File: src/rtl/led_pkg.sv
// rtl/led_pkg.sv - shared types, grid constants and row extraction for the LED matrix scanner
package led_pkg;

    localparam int GRID_W     = 8;
    localparam int GRID_CELLS = 64;

    typedef enum logic [1:0] {
        ST_IDLE,
        ST_LOAD,
        ST_DRIVE,
        ST_BLANK
    } scan_state_t;

    // Column bits of row r; bit 8*r+c of the grid is row r, column c.
    function automatic logic [GRID_W-1:0] row_slice(input logic [GRID_CELLS-1:0] grid,
                                                    input logic [2:0]            r);
        return grid[GRID_W*r +: GRID_W];
    endfunction

endpackage

File: src/rtl/dwell_counter.sv
// rtl/dwell_counter.sv - loadable down counter timing the DRIVE and BLANK phases
//
// Ports:
//   clk, reset  : clock, synchronous active-high reset
//   load        : capture load_value this cycle (takes priority over counting)
//   load_value  : terminal count minus one for the phase being entered
//   value       : current count
//   zero        : value has reached zero (last cycle of the phase)
module dwell_counter #(
    parameter int W = 4
) (
    input  logic         clk,
    input  logic         reset,
    input  logic         load,
    input  logic [W-1:0] load_value,
    output logic [W-1:0] value,
    output logic         zero
);

    always_ff @(posedge clk) begin
        if (reset) begin
            value <= '0;
        end else if (load) begin
            value <= load_value;
        end else if (value != '0) begin
            value <= value - W'(1);
        end
    end

    assign zero = (value == '0);

endmodule

File: src/rtl/led_matrix_scan.sv
// rtl/led_matrix_scan.sv - double-buffered 8x8 LED matrix row scanner
//
// Ports:
//   clk, reset   : clock, synchronous active-high reset
//   enable       : scan enable
//   frame        : 64-bit grid, bit 8*r+c = row r, column c
//   frame_valid  : frame offered by producer
//   frame_ready  : pending buffer empty; transfer on valid & ready at posedge
//   row_sel      : one-hot active-high row drive (registered)
//   col_data     : active-high column drive for the selected row (registered)
//   scan_done    : one-cycle pulse at the end of each full scan (registered)
module led_matrix_scan
    import led_pkg::*;
#(
    parameter int DWELL = 1024,
    parameter int BLANK = 16
) (
    input  logic                  clk,
    input  logic                  reset,
    input  logic                  enable,
    input  logic [GRID_CELLS-1:0] frame,
    input  logic                  frame_valid,
    output logic                  frame_ready,
    output logic [GRID_W-1:0]     row_sel,
    output logic [GRID_W-1:0]     col_data,
    output logic                  scan_done
);

    localparam int MAX_CNT = (DWELL > BLANK) ? DWELL : BLANK;
    localparam int CW      = $clog2(MAX_CNT + 1);
    localparam logic [CW-1:0] DWELL_LD = CW'(DWELL - 1);
    localparam logic [CW-1:0] BLANK_LD = CW'(BLANK - 1);

    scan_state_t           state;
    logic [2:0]            row;
    logic [2:0]            row_nx;
    logic [GRID_CELLS-1:0] pending_buf;
    logic [GRID_CELLS-1:0] active_buf;
    logic                  pending_full;
    logic                  active_valid;
    logic                  take;

    logic                  cnt_load;
    logic [CW-1:0]         cnt_load_value;
    logic [CW-1:0]         cnt_value;
    logic                  cnt_zero;

    assign frame_ready = !pending_full;
    assign take        = frame_valid && !pending_full;
    assign row_nx      = row + 3'd1;

    dwell_counter #(.W(CW)) u_dwell (
        .clk        (clk),
        .reset      (reset),
        .load       (cnt_load),
        .load_value (cnt_load_value),
        .value      (cnt_value),
        .zero       (cnt_zero)
    );

    // The counter is reloaded on every entry into DRIVE or BLANK, so each
    // phase always lasts its full length regardless of where it was left.
    always_comb begin
        cnt_load       = 1'b0;
        cnt_load_value = DWELL_LD;
        case (state)
            ST_LOAD:  cnt_load = 1'b1;
            ST_DRIVE: begin
                if (!enable || cnt_zero) begin
                    cnt_load       = 1'b1;
                    cnt_load_value = BLANK_LD;
                end
            end
            ST_BLANK: begin
                if (cnt_zero && enable && row != 3'd7) begin
                    cnt_load = 1'b1;
                end
            end
            default: ;
        endcase
    end

    // Outputs are assigned alongside the state transition so they always
    // reflect the state being entered, with no input-to-output path.
    always_ff @(posedge clk) begin
        if (reset) begin
            state        <= ST_IDLE;
            row          <= 3'd0;
            pending_buf  <= '0;
            active_buf   <= '0;
            pending_full <= 1'b0;
            active_valid <= 1'b0;
            row_sel      <= '0;
            col_data     <= '0;
            scan_done    <= 1'b0;
        end else begin
            scan_done <= 1'b0;

            // A transfer needs pending empty and the LOAD swap needs it full,
            // so the two updates of pending_full never collide.
            if (take) begin
                pending_buf  <= frame;
                pending_full <= 1'b1;
            end

            case (state)
                ST_IDLE: begin
                    row      <= 3'd0;
                    row_sel  <= '0;
                    col_data <= '0;
                    if (enable && (pending_full || active_valid)) begin
                        state <= ST_LOAD;
                    end
                end
                ST_LOAD: begin
                    if (pending_full) begin
                        active_buf   <= pending_buf;
                        pending_full <= 1'b0;
                        active_valid <= 1'b1;
                    end
                    row      <= 3'd0;
                    state    <= ST_DRIVE;
                    row_sel  <= 8'h01;
                    col_data <= row_slice(pending_full ? pending_buf : active_buf, 3'd0);
                end
                ST_DRIVE: begin
                    if (!enable || cnt_zero) begin
                        state    <= ST_BLANK;
                        row_sel  <= '0;
                        col_data <= '0;
                    end
                end
                ST_BLANK: begin
                    if (cnt_value == '0) begin
                        if (!enable) begin
                            state <= ST_IDLE;
                            row   <= 3'd0;
                        end else if (row != 3'd7) begin
                            row      <= row_nx;
                            state    <= ST_DRIVE;
                            row_sel  <= 8'h01 << row_nx;
                            col_data <= row_slice(active_buf, row_nx);
                        end else begin
                            scan_done <= 1'b1;
                            state     <= ST_LOAD;
                        end
                    end
                end
                default: state <= ST_IDLE;
            endcase
        end
    end

endmodule

File: config.mk
export PLATFORM = sky130hd
export DESIGN_NAME = led_matrix_scan
export DESIGN_NICKNAME = d
export VERILOG_FILES = /design/src/rtl/led_pkg.sv /design/src/rtl/dwell_counter.sv /design/src/rtl/led_matrix_scan.sv
export SDC_FILE = /design/constraint.sdc
export NUM_CORES = 1
export LEC_CHECK = 0
export CORE_MARGIN = 2
export CORE_UTILIZATION = 45
export DETAILED_ROUTE_END_ITERATION = 16
export DONT_BUFFER_PORTS = 1
export MAX_ROUTING_LAYER = met4
export SLEW_MARGIN = 20
export SYNTH_ARGS = -nofsm -noshare
export SYNTH_HDL_FRONTEND = slang
export SYNTH_HIERARCHICAL = 1
export SYNTH_SLANG_ARGS = --single-unit
File: constraint.sdc
create_clock -name clk -period 3.75 [get_ports clk]
set_clock_uncertainty 0.05 [all_clocks]
set_input_delay 1.125 -clock clk [delete_from_list [all_inputs] [get_ports clk]]
set_output_delay 1.125 -clock clk [all_outputs]
set_load 0.05 [all_outputs]
==> impl_metrics.py <==
metrics = {
    "sta": {
        "setup_viol": 0,
        "whs_ns": 0.4006,
        "report.final.slew_viol_count": 0,
        "slew_headroom_pct": 49.17,
        "rsz0062_at_grt": "no",
        "hold_viol_final": 0,
        "max_freq_ghz": 0.3028,
        "final.period_utilization_pct": 88.07,
        "finalCriticalPeriod_ns": 3.303,
        "setup_tns_ns": 0,
        "final.setup.worst_slack_ns": 0.4474,
        "max_slew.worst_pin.slew_ns": 0.7614,
    },
    "yosys": {
        "synth_seq_area_share_pct": 47.63,
        "yosysMostFrequentCell": "nand2_1",
        "synth.ff_latch_count": 163,
        "netlist.top_cell.by_area": "dfxtp_1",
        "synth_area_leaders": "dfxtp_1 (48%), nand2_1 (15%), a21oi_1 (10%)",
        "synthFlopType": "dfxtp_1",
        "yosys.area.top_type_share_pct": 47.63,
        "ys_types": 58,
        "synth_common_cells": "nand2_1 (273), dfxtp_1 (163), a21oi_1 (141)",
        "synth-edff-count": 0,
        "syn_area_sq_mm": 0.006852,
        "async_flop_share_pct": 0,
        "synthCells": 808,
        "synth_warnings": 6,
        "avgSynthCellArea_sq_um": 8.480,
    },
    "pwr": {
        "leakagePower_nw": 2.624,
        "ir_drop_uv": 318.9,
        "power_density_mw_per_mm2": 555.7,
        "total_power_mw": 4.155,
    },
    "routing": {
        "drc": 0,
        "routed_wl_mm": 16.64,
        "drtAntennaViolNets": 0,
        "vias": 5484,
        "drt_iter0_markers": 386,
        "via_per_inst": 5.585,
        "wl_per_cell_microns": 16.94,
        "first_pass_iters": 5,
    },
    "worst_setup_path": {
        "path_buf_inv": 3,
        "arrival_ns": 3.56,
        "end_kind": "flip-flop",
        "r2r_setup_slack_ns": 0.45,
        "path_delay_family": "simple AND/OR/NAND/NOR gates",
        "worstReg2RegEnd": "u_dwell/value[0]",
        "cp.depth": 11,
        "criticalPathCategory": "flip-flop to flip-flop",
        "worst-path-max-fanout": 15,
        "slowest_delay_ns": 0.61,
        "required_ns": 4.00,
        "reg2reg_depth": 11,
        "cp-start-kind": "flip-flop",
        "cp_cell_sequence": "inv_1, ha_1, or4b_1, nor4_4, nor2b_1, or3_1, nand2_1, buf_4, clkinv_1, and4_1, a311o_1",
        "critPathSlowestCell": "or4b_1",
        "r2r-start": "u_dwell/value[0]",
    },
    "clock_tree": {
        "cts_setup_buffers": 0,
        "clock-sinks": 163,
        "clk_latency_ns": 0.42,
        "clockBufferDepth": 2,
        "cts-root-buf": "clkbuf_16",
        "holdBufCountCts": 0,
        "htreeDepth": 4,
        "cts_tree": "yes",
        "cts_inserted_buffers": 17,
        "clkTransAtPathRegs_ns": 0.06,
        "cts-resized-gates": 0,
    },
    "cells_and_area": {
        "drive_above_1_share_pct": 7.683,
        "areaGrowthSynthToFinish_pct": 9.131,
        "antenna_cells": 0,
        "final_util_pct": 49.74,
        "fill_cells": 1455,
        "nNetsFinal": 856,
    },
    "place": {
        "post-place-ws_ns": 0.4758,
        "gp_congestion": 0.8579,
        "dp_hpwl_mm": 11.73,
        "port_buffers": 0,
    },
    "job": {
        "drv_cap": 0,
    },
    "global_route": {
        "grt_pass1_vias": 5176,
        "grt_max_degree": 157,
        "overflow": 0,
        "grt_usage_pct": 21.62,
        "grt_pass1_wl_mm": 26.96,
        "antenna_found_initial": 0,
    },
    "floorplanning": {
        "num_rows": 45,
        "start_util_pct": 45.58,
        "io_pins": 86,
        "die_h_microns": 127.4,
        "die_area_sq_mm": 0.01623,
        "dieWidth_microns": 127.4,
        "core_sq_mm": 0.01503,
    },
    "status": {
        "status": "complete, no violations",
    },
    "worst_hold_path": {
        "hold_class": "flip-flop to flip-flop",
        "min_from": "active_buf[23]",
        "hold_depth": 2,
        "holdPathEnd": "active_buf[23]",
    },
}
## kinds of logic (layout without fill, tap and decap cells)
| kind of cell | Yosys count | in the layout | share of synthesized area (%) |
|---|---|---|---|
| xor gates and xnor gates | 5 | 5 | 0.9131 |
| adders and majority gates | 6 | 6 | 1.096 |
| and+or+nand+nor | 340 | 340 | 21.02 |
| DFF | 163 | 163 | 47.63 |
| other | 2 | 5 | 0.1096 |
| buffers and inverters | 68 | 51 | 4.456 |
| AOI/OAI and AO/OA | 193 | 193 | 16.47 |
| muxes | 31 | 31 | 8.309 |
## worst min-delay path, stage by stage, from the launching register on
cell and delay [ns]:
dfxtp_1 0.30, nand2_1 0.05, a21oi_1 0.05
## registers in the layout, indices dropped and copies added, names as in the netlist
| name | count |
|---|---|
| pending_buf | 64 |
| u_dwell/value | 11 |
| active_valid | 1 |
| col_data | 8 |
| state | 2 |
| scan_done | 1 |
| active_buf | 64 |
| row_sel | 8 |
| row | 3 |
| pending_full | 1 |
## worst max path at each step
stage,startpoint,endpoint,slack [ns]
after detailed placement,u_dwell/value[0],u_dwell/value[0],0.48
final,u_dwell/value[0],u_dwell/value[0],0.45
after global routing,u_dwell/value[0],u_dwell/value[0],0.25
after CTS,u_dwell/value[0],u_dwell/value[0],0.46
after global placement,u_dwell/value[0],u_dwell/value[0],0.57
after floorplan,u_dwell/value[0],u_dwell/value[0],0.64
## layout make-up
type | instances | area [sq um] | share of cell area (%)
multi-input combinational | 580 | 3313 | 44.31
sequential | 163 | 3263 | 43.64
clock buffer | 21 | 450.4 | 6.024
tap | 188 | 235.2 | 3.146
clock inverter | 10 | 110.1 | 1.473
timing repair buffer | 8 | 60.06 | 0.8032
inverter | 12 | 45.04 | 0.6024
## layer usage
layer | GRT usage [%] | part of all wire (%)
met1 | 26.36 | 44
met4 | 7.498 | 1.7
met3 | 4.816 | 3.9
met5 | - | 0
met2 | 35.51 | 51
## cells in the final DEF, fill, tap and decap left out, types with 3 or more instances in the layout
cell type  count
o2bb2ai_1      3
or3_1          3
nor4_1         5
conb_1         5
o21ai_0        6
buf_4          8
xnor2_1        4
a21o_1         3
and3_1         4
clkbuf_1       3
ha_1           6
nor3_1         3
or4_1          5
inv_1         10
clkbuf_16     17
nand2_1      271
dfxtp_1      163
nor2_1        19
nand3_1        6
a21oi_1      141
a211oi_1       3
mux2_2         8
mux4_2         3
a221o_1        6
nand4_1        8
clkinv_2       5
mux4_1        13
o211ai_1      10
mux2i_1        7
## report_power, final
| group | leakage [nW] | total, mW | internal, mW | switching, mW |
|---|---|---|---|---|
| combinational | 1.02 | 0.557 | 0.212 | 0.344 |
| sequential | 1.33 | 1.94 | 1.83 | 0.117 |
| clock | 0.276 | 1.65 | 0.989 | 0.665 |
## metrics by stage
step | instance area [sq um] | std cells
finish | 7477 | 982
global route | 7477 | 982
CTS | 7472 | 982
detailed placement | 6912 | 951
global placement | 6912 | 951
floorplan | 6863 | 811
No activity file was read; power rests on OpenSTA's default activity.
